$ cat src/rtl/linear_result_collector.sv
// Turns a stream of signed accumulator results into int8 scores, keeps all M and tracks the argmax.
// Samples are stored on the edge they arrive; rd_data has 1-cycle latency; no backpressure, samples in DONE are dropped.
module linear_result_collector #(
    parameter int ACC_WIDTH = 32,
    parameter int OUT_WIDTH = 8,
    parameter int M         = 8,
    parameter int SHIFT     = 4,
    localparam int IDX_W    = $clog2(M),
    localparam int CNT_W    = $clog2(M + 1)
) (
    input  logic                 clk,
    input  logic                 rst_n,
    input  logic                 start,
    input  logic [ACC_WIDTH-1:0] in_data,
    input  logic                 in_valid,
    input  logic                 in_done,
    input  logic [IDX_W-1:0]     rd_addr,
    output logic [OUT_WIDTH-1:0] rd_data,
    output logic [IDX_W-1:0]     class_idx,
    output logic [OUT_WIDTH-1:0] class_score,
    output logic [CNT_W-1:0]     count,
    output logic                 result_valid,
    output logic                 busy,
    output logic                 saturated,
    output logic                 short_vec,
    output logic                 overflow
);

    typedef enum logic [1:0] {
        IDLE    = 2'd0,
        COLLECT = 2'd1,
        DONE    = 2'd2
    } state_t;

    localparam int RND_SH = (SHIFT > 0) ? SHIFT - 1 : 0;
    localparam logic [ACC_WIDTH:0] RND  = (SHIFT > 0) ? ((ACC_WIDTH+1)'(1) << RND_SH) : '0;
    localparam logic [ACC_WIDTH:0] MAXQ = (ACC_WIDTH+1)'((1 << (OUT_WIDTH - 1)) - 1);

    state_t state;
    state_t next_state;

    logic [OUT_WIDTH-1:0] buffer [M];

    logic [ACC_WIDTH:0]   relu;
    logic [ACC_WIDTH:0]   rounded;
    logic [ACC_WIDTH:0]   shifted;
    logic                 clamp;
    logic [OUT_WIDTH-1:0] q;

    logic                 store;
    logic [CNT_W-1:0]     cnt_next;
    logic                 set_short;
    logic                 set_ovf;

    // ReLU, round-half-up shift and clamp, done one bit wider than the input.
    always_comb begin
        relu    = in_data[ACC_WIDTH-1] ? '0 : {1'b0, in_data};
        rounded = relu + RND;
        shifted = rounded >> SHIFT;
        clamp   = (shifted > MAXQ);
        q       = clamp ? MAXQ[OUT_WIDTH-1:0] : shifted[OUT_WIDTH-1:0];
    end

    // A sample coinciding with start belongs to no vector and is dropped.
    assign store    = (state == COLLECT) && in_valid && !start;
    assign cnt_next = count + CNT_W'(store);

    always_ff @(posedge clk or negedge rst_n) begin
        if (!rst_n) begin
            state <= IDLE;
        end else begin
            state <= next_state;
        end
    end

    always_comb begin
        next_state = state;
        set_short  = 1'b0;
        set_ovf    = 1'b0;
        case (state)
            IDLE: begin
                next_state = IDLE;
            end
            COLLECT: begin
                // in_done is judged against the count that includes a same-cycle sample.
                if (cnt_next == CNT_W'(M)) begin
                    next_state = DONE;
                end else if (in_done) begin
                    next_state = DONE;
                    set_short  = 1'b1;
                end
            end
            DONE: begin
                set_ovf = in_valid;
            end
            default: begin
                next_state = IDLE;
            end
        endcase
        if (start) begin
            next_state = COLLECT;
            set_short  = 1'b0;
            set_ovf    = 1'b0;
        end
    end

    always_ff @(posedge clk or negedge rst_n) begin
        if (!rst_n) begin
            for (int i = 0; i < M; i++) begin
                buffer[i] <= '0;
            end
            rd_data     <= '0;
            count       <= '0;
            class_idx   <= '0;
            class_score <= '0;
            saturated   <= 1'b0;
            short_vec   <= 1'b0;
            overflow    <= 1'b0;
        end else begin
            rd_data <= (int'(rd_addr) < M) ? buffer[rd_addr] : '0;
            if (start) begin
                count       <= '0;
                class_idx   <= '0;
                class_score <= '0;
                saturated   <= 1'b0;
                short_vec   <= 1'b0;
                overflow    <= 1'b0;
            end else begin
                if (store) begin
                    buffer[count[IDX_W-1:0]] <= q;
                    count                    <= cnt_next;
                    // Strict greater-than keeps the lowest index on ties.
                    if ((count == '0) || (q > class_score)) begin
                        class_idx   <= count[IDX_W-1:0];
                        class_score <= q;
                    end
                    if (clamp) begin
                        saturated <= 1'b1;
                    end
                end
                if (set_short) begin
                    short_vec <= 1'b1;
                end
                if (set_ovf) begin
                    overflow <= 1'b1;
                end
            end
        end
    end

    assign result_valid = (state == DONE);
    assign busy         = (state == COLLECT);

endmodule
$ cat config.mk
export PLATFORM = sky130hd
export DESIGN_NAME = linear_result_collector
export DESIGN_NICKNAME = d
export VERILOG_FILES = /design/src/rtl/linear_result_collector.sv
export SDC_FILE = /design/constraint.sdc
export NUM_CORES = 1
export LEC_CHECK = 0
export BUFFER_PORTS_ARGS = -buffer_cell sky130_fd_sc_hd__buf_2
export CORE_ASPECT_RATIO = 1.1
export CORE_MARGIN = 5
export CORE_UTILIZATION = 45
export CTS_BUF_LIST = sky130_fd_sc_hd__clkbuf_2 sky130_fd_sc_hd__clkbuf_4 sky130_fd_sc_hd__clkbuf_8
export CTS_CLUSTER_DIAMETER = 50
export CTS_CLUSTER_SIZE = 8
export DETAILED_ROUTE_END_ITERATION = 16
export SETUP_SLACK_MARGIN = 0.1
export SYNTH_ARGS = -nofsm -noshare
export SYNTH_HDL_FRONTEND = slang
export SYNTH_SLANG_ARGS = --single-unit
$ cat constraint.sdc
create_clock -name clk -period 2.8 [get_ports clk]
set_input_delay 0.14 -clock clk [delete_from_list [all_inputs] [get_ports clk]]
set_output_delay 0.14 -clock clk [all_outputs]
set_load 0.02 [all_outputs]
---- Word level (Yosys, flattened, before mapping) ----
Cells that the tools add are included.
storage, ports and cells
  register bits after elaboration ......... 92
  bits in latches ......................... 0
  output and inout port bits .............. 28
  RAM bits ................................ 0
  memories ................................ 0
  ROM bits ................................ 0
cells by class
  $add $sub $neg .......................... 2
  mux-type cells .......................... 33
  div/mod/pow operators ................... 0
  shift operators ......................... 0
  $lt $le $gt $ge ......................... 5
  multiply operators ...................... 0
  equal/unequal tests ..................... 5
  reduce and logical (&&, ||, !) cells .... 15
  bitwise gates (word level) .............. 3
operators by type and width
  kind                   number
  $bwmux 64              1
  $mux 8                 7
  $add 31x4->32 const B  1
  $mux 31                1
  $gt 28x7->1 const B    1
  $bmux 8 s3             1
  $demux 8 s3            1
  $mux 1                 13
  $reduce_bool 2->1      5
  $mux 3                 3
  $ge 4x4->1 const B     2
  $gt 8x8->1             1
  $mux 4                 2
  $not 3->4              2
  $reduce_and 2->1       4
  $mux 2                 3
  $add 4x1->4            1
  $eq 4x4->1 const B     1
  $logic_not 4->1        1
  $lt 4x1->1 const B     1
  $ne 4x3->1 const B     1
  $pmux 2 s2             1
  $logic_and 1x1->1      3
  $eq 2x1->1 const B     1
  other kinds (5)        5

---- Depth between registers and ports, before layout ----
Gate-level depths: netlist (run 1).
  depth after elaboration ................. 10
  mapped depth ............................ 21
  mapped depth without buffers ............ 17

---- Least setup slack after synthesis (run 1) ----
No wires, ideal clock.
  kind .................................... input port to flip-flop
  start point ............................. input port in_data[31]
  end point ............................... register class_score[5]
  stages on the path ...................... 21
  required time ........................... 2.696 ns
  library setup time ...................... 0.104 ns
  setup slack ............................. -1.761 ns
  arrival time ............................ 4.457 ns
  buffers on the path ..................... 4
  path through ............................ buf_2 > clkbuf_1 > nor2b_1 > ha_1 > nand4b_1 > nor4_2 > nand2_1 > a221oi_1 > o211ai_1 > o31ai_4 > buf_4 > nand2b_1 > ha_1 > a21oi_1 > nor2b_1 > o31ai_1 > a21oi_1 > o311ai_0 > clkbuf_1 > nor2_1 > a221oi_1
between the ends
  word-level cells in the longest chain between the ends .. 8
ends and longest elaborated chain
  what                           line  RTL
  start: declaration             14    input logic [ACC_WIDTH-1:0] in_data,
  $mux 31 *                      57    relu = in_data[ACC_WIDTH-1] ? '0 : {1'b0, in_data};
  $add 31x4->32 *                58    rounded = relu + RND;
  $gt 28x7->1                    60    clamp = (shifted > MAXQ);
  $mux 8 *                       61    q = clamp ? MAXQ[OUT_WIDTH-1:0] : shifted[OUT_WIDTH-1:0];
  via q[3]                       48    logic [OUT_WIDTH-1:0] q;
  $gt 8x8->1 *                   133   if ((count == '0) || (q > class_score)) begin
  $logic_or 1x1->1 *             133
  $reduce_bool 2->1 (no line) *  n/a
  $reduce_and 2->1 (no line) *   n/a
  end signal: assignment         135   class_score <= q;
  end: declaration               20    output logic [OUT_WIDTH-1:0] class_score,
The timed path passes the listed nets; every way through them passes the cells marked *. The select of a mux whose other input is x is not followed.
A chain may end at the register's enable or synchronous reset.

---- Worst setup path after layout (run 1) ----
  start point ............................. input port in_data[31]
  end point ............................... register class_score[3]
Same word-level chain as after synthesis.

==> metrics.md, run 1 <==
| Metric | Value |
|---|---|
| DR vias/cell | `roughly 5.5` |
| Maximum fanout along the worst path | `5` |
| Worst setup EP type | `register` |
| Root buffer cell | `clkbuf_8` |
| Worst skew pair latency | `0.36 ns` |
| Setup TNS | `-8.16 ns` |
| Placed cell count | `between 800 and 900` |
| Failing checks | `setup timing` |
| Post-Syn Area | `a little over 5000 sq um` |
| DRC | `0` |
| Fill cells | `between 900 and 1000` |
| RSZ-0062 raised after global routing | `true` |
| Hold Crit Class | `input pin to register` |
| Maximum VDD drop | `0.234 mV` |
| Clk slew on worst S/H paths | `around 0.10 ns` |
| H-tree levels | `3` |
| Outcome | `complete, but fails checks` |
| GR Util All Layers | `20.8%` |
| Power density over the cells | `417 nW/um^2` |
| FFs w/ async S/R, synth | `100%` |
| Commonest non-fill, non-tap cell in the layout | `nor2_1` |
| Port Buf Inserts | `64` |
| Vias in the first global route | `roughly 4600` |
| Remaining antenna violation count | `0` |
| Final worst slack | `-0.804 ns` |
| Critical Path AT | `3.87 ns` |
| FMAX | `0.277 GHz` |
| Routed WL per cell | `16.8 microns` |
| DRT Wirelength | `about 14000 microns` |
| FF+latch count, synth | `92` |
| Iteration-0 DRC count of the detailed router | `about 210` |
| Number of core rows | `40` |
| Area delta synth->final | `30.2%` |
| Crit path kind | `input pin to register` |
| Core Util, Final | `60.0%` |
| EDFF count, synth | `0` |
| Die width | `~110 microns` |
| Syn nets | `594` |
| Total CTS buffers | `9` |
| Minimum clock period | `between 3 and 4 ns` |
| Main synth FF type | `dfrtp_1` |
| Pre-CTS setup slack | `-1.28 ns` |
| Core area | `11000 sq um` |
| Final clock skew | `0.0149 ns` |
| Placer Congestion | `a little under 0.9` |
| Data required time of the critical path | `3.07 ns` |
| TritonRoute pass-1 iters | `5` |
| CTS tree | `built` |
| Slew headroom | `51.5%` |
| Largest net degree at the start of global routing | `57` |
| Clock network power share | `30.0%` |
| Final setup viols | `11` |
| Final net count | `738` |
| Post-DP HPWL | `10400 microns` |
| # diodes | `0` |
| First-pass GRT wire length | `22800 microns` |
| Sequential-to-total area share from yosys stat | `45.6%` |
| Synth Instances | `543` |
| Worst Tran Pin Value | `0.720 ns` |
| Max Buffers Root-to-Sink | `2` |
| Grt ovf | `0` |
| Share of cells above drive strength 1 | `33.1%` |
| Switching Share | `28.9%` |
| Startpoint types | `input pin` |
| Total power | `2740 uW` |
| Initial antenna violation count | `0` |
| Initial Util | `46.0%` |
| Final hold violations | `0` |
| Max Transition Viols Final | `0` |
| Clock sinks | `92` |
| Yosys Warn Count | `0` |
| Total of max-cap violations | `0` |
| IO Pins | `68` |
| Cell-internal power | `1950 uW` |
| Comb pwr share | `between 10% and 20%` |
| Via Count | `roughly 4600` |
| Switching Power | `794 uW` |
| Die Ht | `121 microns` |
| Seq pwr share | `51.4%` |
| Die area | `around 13000 sq um` |
| Final Cycle Share | `129%` |
| Netlist cell types | `51` |
| P_leak | `0.00307 uW` |
| Most frequent cells in the layout | `nor2_1 (123), dfrtp_1 (92), buf_4 (86), buf_2 (63), a21oi_1 (55)` |
| Cell Count, Final, Fillers Out | `around 840` |
| Avg Cell Area, Syn | `approximately 9.3 sq um` |
## layout make-up
| class | instances | area [sq um] | area share (%) |
|---|---|---|---|
| multi-input combinational | 413 | 2770 | 42.1 |
| sequential | 92 | 2300 | 35.0 |
| timing repair buffer | 156 | 1080 | 16.5 |
| tap | 147 | 184 | 2.80 |
| clock buffer | 10 | 131 | 2.00 |
| inverter | 15 | 56.3 | 0.857 |
| clock inverter | 6 | 47.5 | 0.724 |
## power by group through the flow
stage / logic, uW / clock network [uW] / registers (uW)
4_1_cts: 491 / 851 / 1410
6_report: 510 / 823 / 1410
2_1_floorplan: 228 / 0 / 1450
5_1_grt: 559 / 902 / 1420
3_5_place_dp: 464 / 0 / 1440
3_3_place_gp: 458 / 0 / 1430
## cells in the mapped netlist (3+ instances only)
cell type / count / share of area (%)
nor2_1: 125 / 9.3
dfrtp_1: 92 / 46
a21oi_1: 58 / 5.8
nand2_1: 33 / 2.5
a31oi_1: 22 / 2.7
mux4_2: 16 / 7.1
inv_1: 14 / 1.0
nand3_1: 14 / 1.4
clkbuf_1: 12 / 0.89
ha_1: 11 / 2.7
nand2b_1: 11 / 1.4
o21ai_0: 11 / 1.1
and2_1: 10 / 1.2
nor2b_1: 10 / 1.2
mux2_2: 8 / 1.8
nor3_1: 8 / 0.79
and3_1: 7 / 0.87
buf_2: 7 / 0.69
nor4_1: 7 / 0.87
a221oi_1: 6 / 1.0
nand4_1: 6 / 0.74
xnor2_1: 6 / 1.0
xor2_1: 4 / 0.69
buf_1: 3 / 0.22
mux2i_1: 3 / 0.60
nand4b_1: 3 / 0.52
o211ai_1: 3 / 0.45
o31a_1: 3 / 0.52
or3_1: 3 / 0.37
## cell families (layout without fill, tap and decap cells)
kind of cell / count (synthesis) / after routing / synth area share (%)
buffers and inverters: 38 / 187 / 3.07
AO/OA/AOI/OAI: 116 / 116 / 14.2
AND/OR/NAND/NOR: 248 / 248 / 23.1
flip-flops: 92 / 92 / 45.6
XOR/XNOR: 10 / 10 / 1.74
other: 1 / 1 / 0.0743
multiplexers: 27 / 27 / 9.52
adder cells (fa/ha/maj): 11 / 11 / 2.73
## per-stage QoR
| stage | cell area [sq um] | hold WS (ns) |
|---|---|---|
| floorplan | 5100 | -0.156 |
| global placement | 6090 | 0.209 |
| detailed placement | 6090 | 0.218 |
| CTS | 6450 | 0.0200 |
| global route | 6570 | 0.0184 |
| finish | 6570 | 0.0402 |
## worst paths after layout
check	slack, ns	end	cells after the start	start
min reg2reg	0.49	buffer[7]	1	buffer[7]
max	-0.80	class_score[3]	19	in_data[31]
max reg2reg	0.43	state[1]	10	state[0]
min	0.04	short_vec	3	in_done
max in group asynchronous	1.79	buffer[45]	3	rst_n
min in group asynchronous	0.35	buffer[16]	2	rst_n
## metal layers
layer | wire (microns) | up-vias | share of wire (%) | track usage, %
met5 | 0 | - | 0 | 0
met4 | 386 | 0 | 2.7 | 7.31
met3 | 733 | 27 | 5.2 | 3.99
met2 | 6990 | 123 | 50 | 35.5
met1 | 5970 | 2268 | 42 | 26.5
li1 | - | 2229 | - | -
## timing repair
| item | CTS | global route |
|---|---|---|
| pin swaps | 23 | 15 |
| gates resized for setup | 22 | 20 |
| hold buffers | 1 | 0 |
| setup buffers | 6 | 3 |
| endpoints found under the hold margin | 51 | 0 |
| gates cloned | 2 | 0 |
| setup endpoints to repair | 12 | 68 |
## worst max-delay path: stages
cell       delay [ns]
buf_8            0.11
buf_4            0.13
nand2b_1         0.16
or3_1            0.44
buf_4            0.17
o31a_1           0.28
o21ai_1          0.15
o2111ai_2        0.14
o31ai_4          0.34
buf_4            0.19
nand2b_4         0.05
ha_1             0.28
nand3_2          0.07
buf_4            0.14
or4_4            0.49
o311ai_2         0.10
buf_4            0.20
nor2_1           0.05
a221oi_1         0.23
## registers in the layout, indices dropped and copies added, names as in the netlist
name / count
short_vec: 1
class_score: 8
class_idx: 3
count: 4
buffer: 64
state: 2
rd_data: 8
saturated: 1
overflow: 1
Note: power is estimated with default switching activity, not from simulation.
==> run 2, diff against run 1 <==
--- a/config.mk
+++ b/config.mk
@@ -15,4 +15,5 @@
 export DETAILED_ROUTE_END_ITERATION = 16
 export SETUP_SLACK_MARGIN = 0.1
+export SLEW_MARGIN = 20
 export SYNTH_ARGS = -nofsm -noshare
 export SYNTH_HDL_FRONTEND = slang
==> constraint.sdc (replaced) <==
create_clock -name clk -period 2.8 [get_ports clk]
set_input_delay 0.28 -clock clk [delete_from_list [all_inputs] [get_ports clk]]
set_output_delay 0.28 -clock clk [all_outputs]
set_load 0.02 [all_outputs]
==> run 2 against run 1 <==
Effect of this change: the flow still finishes with violations (setup timing); global-route usage up 0.97 points; via count increased by 1.6%; worst hold slack better by 0.12 ns.
==> metrics.md, run 2 (synthesized netlist as in run 1, its figures left out) <==
| Metric | Value |
|---|---|
| FMAX | `about 0.27 GHz` |
| Via Count | `4721` |
| Startpoint types | `input pin` |
| CTS tree | `built` |
| Critical Path Source | `in_data[31]` |
| DR vias/cell | `roughly 5.6` |
| Die area | `13400 sq um` |
| Total power | `2880 uW` |
| Total of max-cap violations | `0` |
| Die Ht | `121 microns` |
| Minimum clock period | `3.70 ns` |
| Initial antenna violation count | `0` |
| Final worst slack | `-0.900 ns` |
| # diodes | `0` |
| TritonRoute pass-1 iters | `4` |
| Maximum VDD drop | `0.208 mV` |
| DRC | `0` |
| Hold Crit Class | `input pin to register` |
| Max Buffers Root-to-Sink | `2` |
| HP Start | `in_done` |
| Area delta synth->final | `35.0%` |
| Vias in the first global route | `4811` |
| Initial Util | `46.0%` |
| Total CTS buffers | `9` |
| Die width | `111 microns` |
| Most frequent cells in the layout | `nor2_1 (121), dfrtp_1 (92), buf_4 (84), buf_2 (62), a21oi_1 (49)` |
| Critical Path AT | `3.97 ns` |
| Clock sinks | `92` |
| P_leak | `0.00319 uW` |
| GR Util All Layers | `21.8%` |
| R2R Path Start | `count[0]` |
| Max Transition Viols Final | `0` |
| Failing checks | `setup timing` |
| Data required time of the critical path | `3.07 ns` |
| DRT Wirelength | `14400 microns` |
| Share of cells above drive strength 1 | `36.8%` |
| Crit path kind | `input pin to register` |
| Core area | `11000 sq um` |
| Grt ovf | `0` |
| Clk slew on worst S/H paths | `0.09 ns` |
| Worst Tran Pin Value | `about 0.97 ns` |
| Setup TNS | `-8.86 ns` |
| Commonest non-fill, non-tap cell in the layout | `nor2_1` |
| Worst setup EP type | `register` |
| Final Cycle Share | `132%` |
| Root buffer cell | `clkbuf_8` |
| Largest net degree at the start of global routing | `57` |
| Slew headroom | `34.9%` |
| H-tree levels | `3` |
| Biggest regs | `buffer: 64 flops, class_score: 8 flops, rd_data: 8 flops` |
| Remaining antenna violation count | `0` |
| Worst skew pair latency | `0.37 ns` |
| Final setup viols | `11` |
| Hold slack | `between 0.15 and 0.2 ns` |
| Final hold violations | `0` |
| Post-DP HPWL | `10500 microns` |
| Pre-CTS setup slack | `-1.37 ns` |
| Power density over the cells | `approximately 420 nW/um^2` |
| RSZ-0062 raised after global routing | `true` |
| Final clock skew | `0.0114 ns` |
| Core Util, Final | `approximately 62%` |
| Placer Congestion | `0.882` |
| First-pass GRT wire length | `between 20000 and 25000 microns` |
| Maximum fanout along the worst path | `6` |
| Largest reg by FF count | `buffer` |
| Routed WL per cell | `17.1 microns` |
| Port Buf Inserts | `64` |
| Largest register FFs | `64` |
| Final net count | `742` |
| IO Pins | `68` |
| Number of core rows | `40` |
| Outcome | `complete, but fails checks` |
| Iteration-0 DRC count of the detailed router | `232` |
[run 2: changes by cell type in the layout (fill, tap and decap cells not counted), sizes merged]
| cell | delta |
|---|---|
| clkinvlp | -3 |
| bufinv | +1 |
| inv | -1 |
| clkinv | +3 |
| buf | +4 |
[run 2: critical path: stages]
cell      delay [ns]
buf_12          0.11
nand4b_1        0.19
or4_4           0.62
o31a_1          0.32
nor4_2          0.21
o211ai_1        0.16
o31ai_4         0.21
buf_6           0.17
nand2b_1        0.06
ha_1            0.28
nand3_2         0.11
a21oi_2         0.14
o31ai_2         0.08
a21oi_2         0.23
o311ai_4        0.11
buf_6           0.17
buf_6           0.12
buf_4           0.13
a221oi_2        0.27
[run 2: where the power goes]
part | switching, uW | internal [uW] | total, uW
clock network | 474 | 437 | 911
registers | 30.2 | 1380 | 1410
logic | 305 | 254 | 559
total | 809 | 2070 | 2880
[run 2: what timing repair did]
action	CTS	global route
hold endpoints to repair	51	0
setup endpoints to repair	67	68
resized for setup	46	29
buffers inserted	13	0
hold buffers	1	0
pin swaps	35	16
cloned	1	0
[run 2: metrics by stage]
step,area [sq um],cells
after detailed placement,6100,812
after floorplan,5100,543
final,6810,843
after global routing,6810,843
after CTS,6670,843
after global placement,6100,812
[run 2: final cells by class]
cell class,count,area [sq um]
Tap cell,147,184
Multi-Input combinational cell,413,2940
Sequential cell,92,2300
Clock inverter,6,62.6
Inverter,15,56.3
Clock buffer,10,138
Timing Repair Buffer,160,1140
Fill cell,968,4150
[run 2: layer usage]
layer  routed length, microns  vias up  part of all wire (%)  GRT usage (%)
met5                        0        -                     0              0
met4                      320        0                   2.2           7.70
li1                         -     2242                     -              -
met2                     7340      125                    51           38.2
met3                      633       25                   4.4           3.54
met1                     6130     2329                    42           27.3
[run 2: final timing paths]
kind	endpoint	slack (ns)	cells past startpoint
worst max register to register	class_score[3]	0.28	7
max in group asynchronous	buffer[56]	1.66	3
worst min-delay path	short_vec	0.16	3
min in group asynchronous	buffer[16]	0.49	2
worst max-delay path	class_score[3]	-0.90	19
worst min register to register	buffer[39]	0.49	1
==> run 3, diff against run 2 <==
Settings changed: MAX_ROUTING_LAYER set to met4.
==> run 3 against run 2 <==
Effect of this change: maximum frequency shrank 1.9%; worst setup slack lost 0.072 ns; non-clock buffer count grew 6; count of clock-buffer cells in the layout is the same; the run still ends with setup timing left; highest routed layer unchanged; critical path type unchanged; register-to-register slack gained 0.17 ns; sequential power is essentially flat; core utilization shrank 0.73 points; die area is the same; first-iteration DRC count grew 1.7%; largest cell class unchanged.
==> metrics.md, run 3 (synthesized netlist as in run 1, its figures left out) <==
| Metric | Value |
|---|---|
| Outcome | `complete, but fails checks` |
| Failing checks | `setup timing` |
| Area occupied by multi-input gates | `around 2800 sq um` |
| Reg2reg setup slack | `0.45 ns` |
| Core area | `11000 sq um` |
| Power density over the cells | `between 400 and 500 nW/um^2` |
| Share of cells above drive strength 1 | `between 30 and 40%` |
| Clk slew on worst S/H paths | `0.10 ns` |
| Core Util, Final | `61.4%` |
| Hold Path Sink | `short_vec` |
| Max Transition Viols Final | `0` |
| Via Count | `between 4000 and 5000` |
| Cell family with most CP delay | `compound AO/OA/AOI/OAI gates` |
| Fill cells | `936` |
| Critical Path AT | `4.04 ns` |
| Grt ovf | `0` |
| DRC | `0` |
| Initial Util | `between 40% and 50%` |
| Initial antenna violation count | `0` |
| TritonRoute pass-1 iters | `5` |
| Post-route cell area | `6730 sq um` |
| Worst setup EP type | `register` |
| Die Ht | `121 microns` |
| Max Buffers Root-to-Sink | `2` |
| RSZ-0062 raised after global routing | `true` |
| Root buffer cell | `clkbuf_8` |
| CTS tree | `built` |
| Number of core rows | `40` |
| Most frequent cells in the layout | `nor2_1 (121), dfrtp_1 (92), buf_4 (92), buf_2 (61), a21oi_1 (51)` |
| Post-DP HPWL | `roughly 11000 microns` |
| # diodes | `0` |
| Crit path kind | `input pin to register` |
| Final Cycle Share | `135%` |
| HP Start | `in_done` |
| Remaining antenna violation count | `0` |
| Final net count | `748` |
| GR Util All Layers | `22.2%` |
| Total CTS buffers | `9` |
| Total of max-cap violations | `0` |
| Slew headroom | `54.9%` |
| Cell Area, Placed | `6150 sq um` |
| Startpoint types | `input pin` |
| Crit path largest cell delay | `0.33 ns` |
| Hold Crit Class | `input pin to register` |
| Final setup viols | `11` |
| R2R cell count | `10` |
| H-tree levels | `3` |
| Final hold violations | `0` |
| Placer Congestion | `0.872` |
| Worst Tran Pin Value | `0.676 ns` |
| Largest net degree at the start of global routing | `57` |
| Vias in the first global route | `around 4700` |
| Commonest non-fill, non-tap cell in the layout | `nor2_1` |
| Hold slack | `around 0.14 ns` |
| Die area | `between 10000 and 15000 sq um` |
| FMAX | `0.265 GHz` |
| Final worst slack | `-0.972 ns` |
| Data required time of the critical path | `3.07 ns` |
| Port Buf Inserts | `64` |
| First-pass GRT wire length | `between 20000 and 25000 microns` |
| DRT Wirelength | `14300 microns` |
| CP bufs+invs | `7` |
| Most frequent CP cell | `buf_6` |
| P_leak | `0.00314 uW` |
| Die width | `about 110 microns` |
| Critical-path cell list | `buf_12, nor2b_4, ha_4, buf_6, buf_6, nand4b_1, nor4_4, buf_4, nand2_2, a31oi_1, nand4_1, o31ai_4, buf_6, buf_6, and2_4, ha_4, nand2b_4, a21oi_2, o31ai_2, a21oi_2, o311ai_2, buf_4, nor2_1, a221oi_1` |
| Worst skew pair latency | `0.37 ns` |
| Largest reg by FF count | `buffer` |
| Hold Path Depth | `3` |
| IO Pins | `68` |
| Sequential cell area | `2300 sq um` |
| Biggest regs | `buffer: 64 flops, class_score: 8 flops, rd_data: 8 flops` |
| Critical R2R Capture | `state[1]` |
| Routed WL per cell | `16.9 microns` |
| Maximum VDD drop | `0.251 mV` |
| Largest register FFs | `64` |
| Slowest cell on the critical path | `o31ai_4` |
| Maximum fanout along the worst path | `7` |
| DR vias/cell | `5.48` |
| R2R Path Start | `state[0]` |
| Area delta synth->final | `33.4%` |
| Minimum clock period | `3.77 ns` |
| Clock sinks | `92` |
| Final clock skew | `0.0191 ns` |
| Iteration-0 DRC count of the detailed router | `236` |
==> run 3: cell count changes in the layout (fill, tap and decap cells not counted), sizes merged <==
cell	before	now
inv	15	16
clkbuf	10	11
buf	158	164
bufbuf	1	0
bufinv	1	0
==> run 3: how the worst max path moves through the flow <==
| stage | startpoint | endpoint | depth (start not counted) |
|---|---|---|---|
| global route | in_data[31] | class_idx[1] | 25 |
| floorplan | in_data[31] | class_score[6] | 21 |
| global placement | in_data[31] | class_score[6] | 17 |
| finish | in_data[31] | class_score[6] | 24 |
| detailed placement | in_data[31] | class_score[6] | 17 |
| CTS | in_data[31] | class_score[6] | 21 |
==> run 3: layout make-up <==
class | instances | share of cell area (%)
clock inverters | 6 | 0.706
clock buffers | 10 | 2.04
well taps | 147 | 2.73
flip-flops and latches | 92 | 34.2
inverters | 15 | 0.836
multi-input cells | 413 | 42.0
repair buffers | 166 | 17.5
==> run 3: what timing repair did <==
item                                    in CTS  in global routing
pin swaps                                   22                 21
hold buffers                                 1                  0
endpoints found under the hold margin       48                  0
gates cloned                                 1                  1
gates resized for setup                     41                 21
buffers inserted                             9                  1
endpoints found under the setup margin      67                 68
==> run 3: report_power, final <==
part | leakage, uW | switching (uW) | internal, uW
Combinational | 0.00179 | 293 | 241
Clock | 0.0000985 | 499 | 357
Sequential | 0.00125 | 29.9 | 1380
Total | 0.00314 | 821 | 1980
==> run 3: layer usage <==
layer / global-route usage, % / wire (microns) / vias to the layer above
li1: - / - / 2257
met1: 28.1 / 6210 / 2259
met2: 37.3 / 7350 / 126
met3: 2.84 / 597 / 14
met4: 7.16 / 189 / 0
met5: - / 0 / -
==> run 3: metrics by stage <==
step | setup WS [ns] | std cells | total power [uW] | TNS [ns]
detailed placement | -1.48 | 820 | 1900 | -40.73
floorplan | -1.50 | 543 | 1680 | -14.48
global placement | -1.36 | 820 | 1890 | -36.57
global route | -1.15 | 849 | 2930 | -11.90
finish | -0.972 | 849 | 2800 | -9.88
CTS | -0.951 | 847 | 2810 | -9.80
==> run 3: tightest hold or removal path, cell delays in order <==
cell	delay (ns)
buf_2	0.10
inv_1	0.06
o2bb2ai_1	0.05
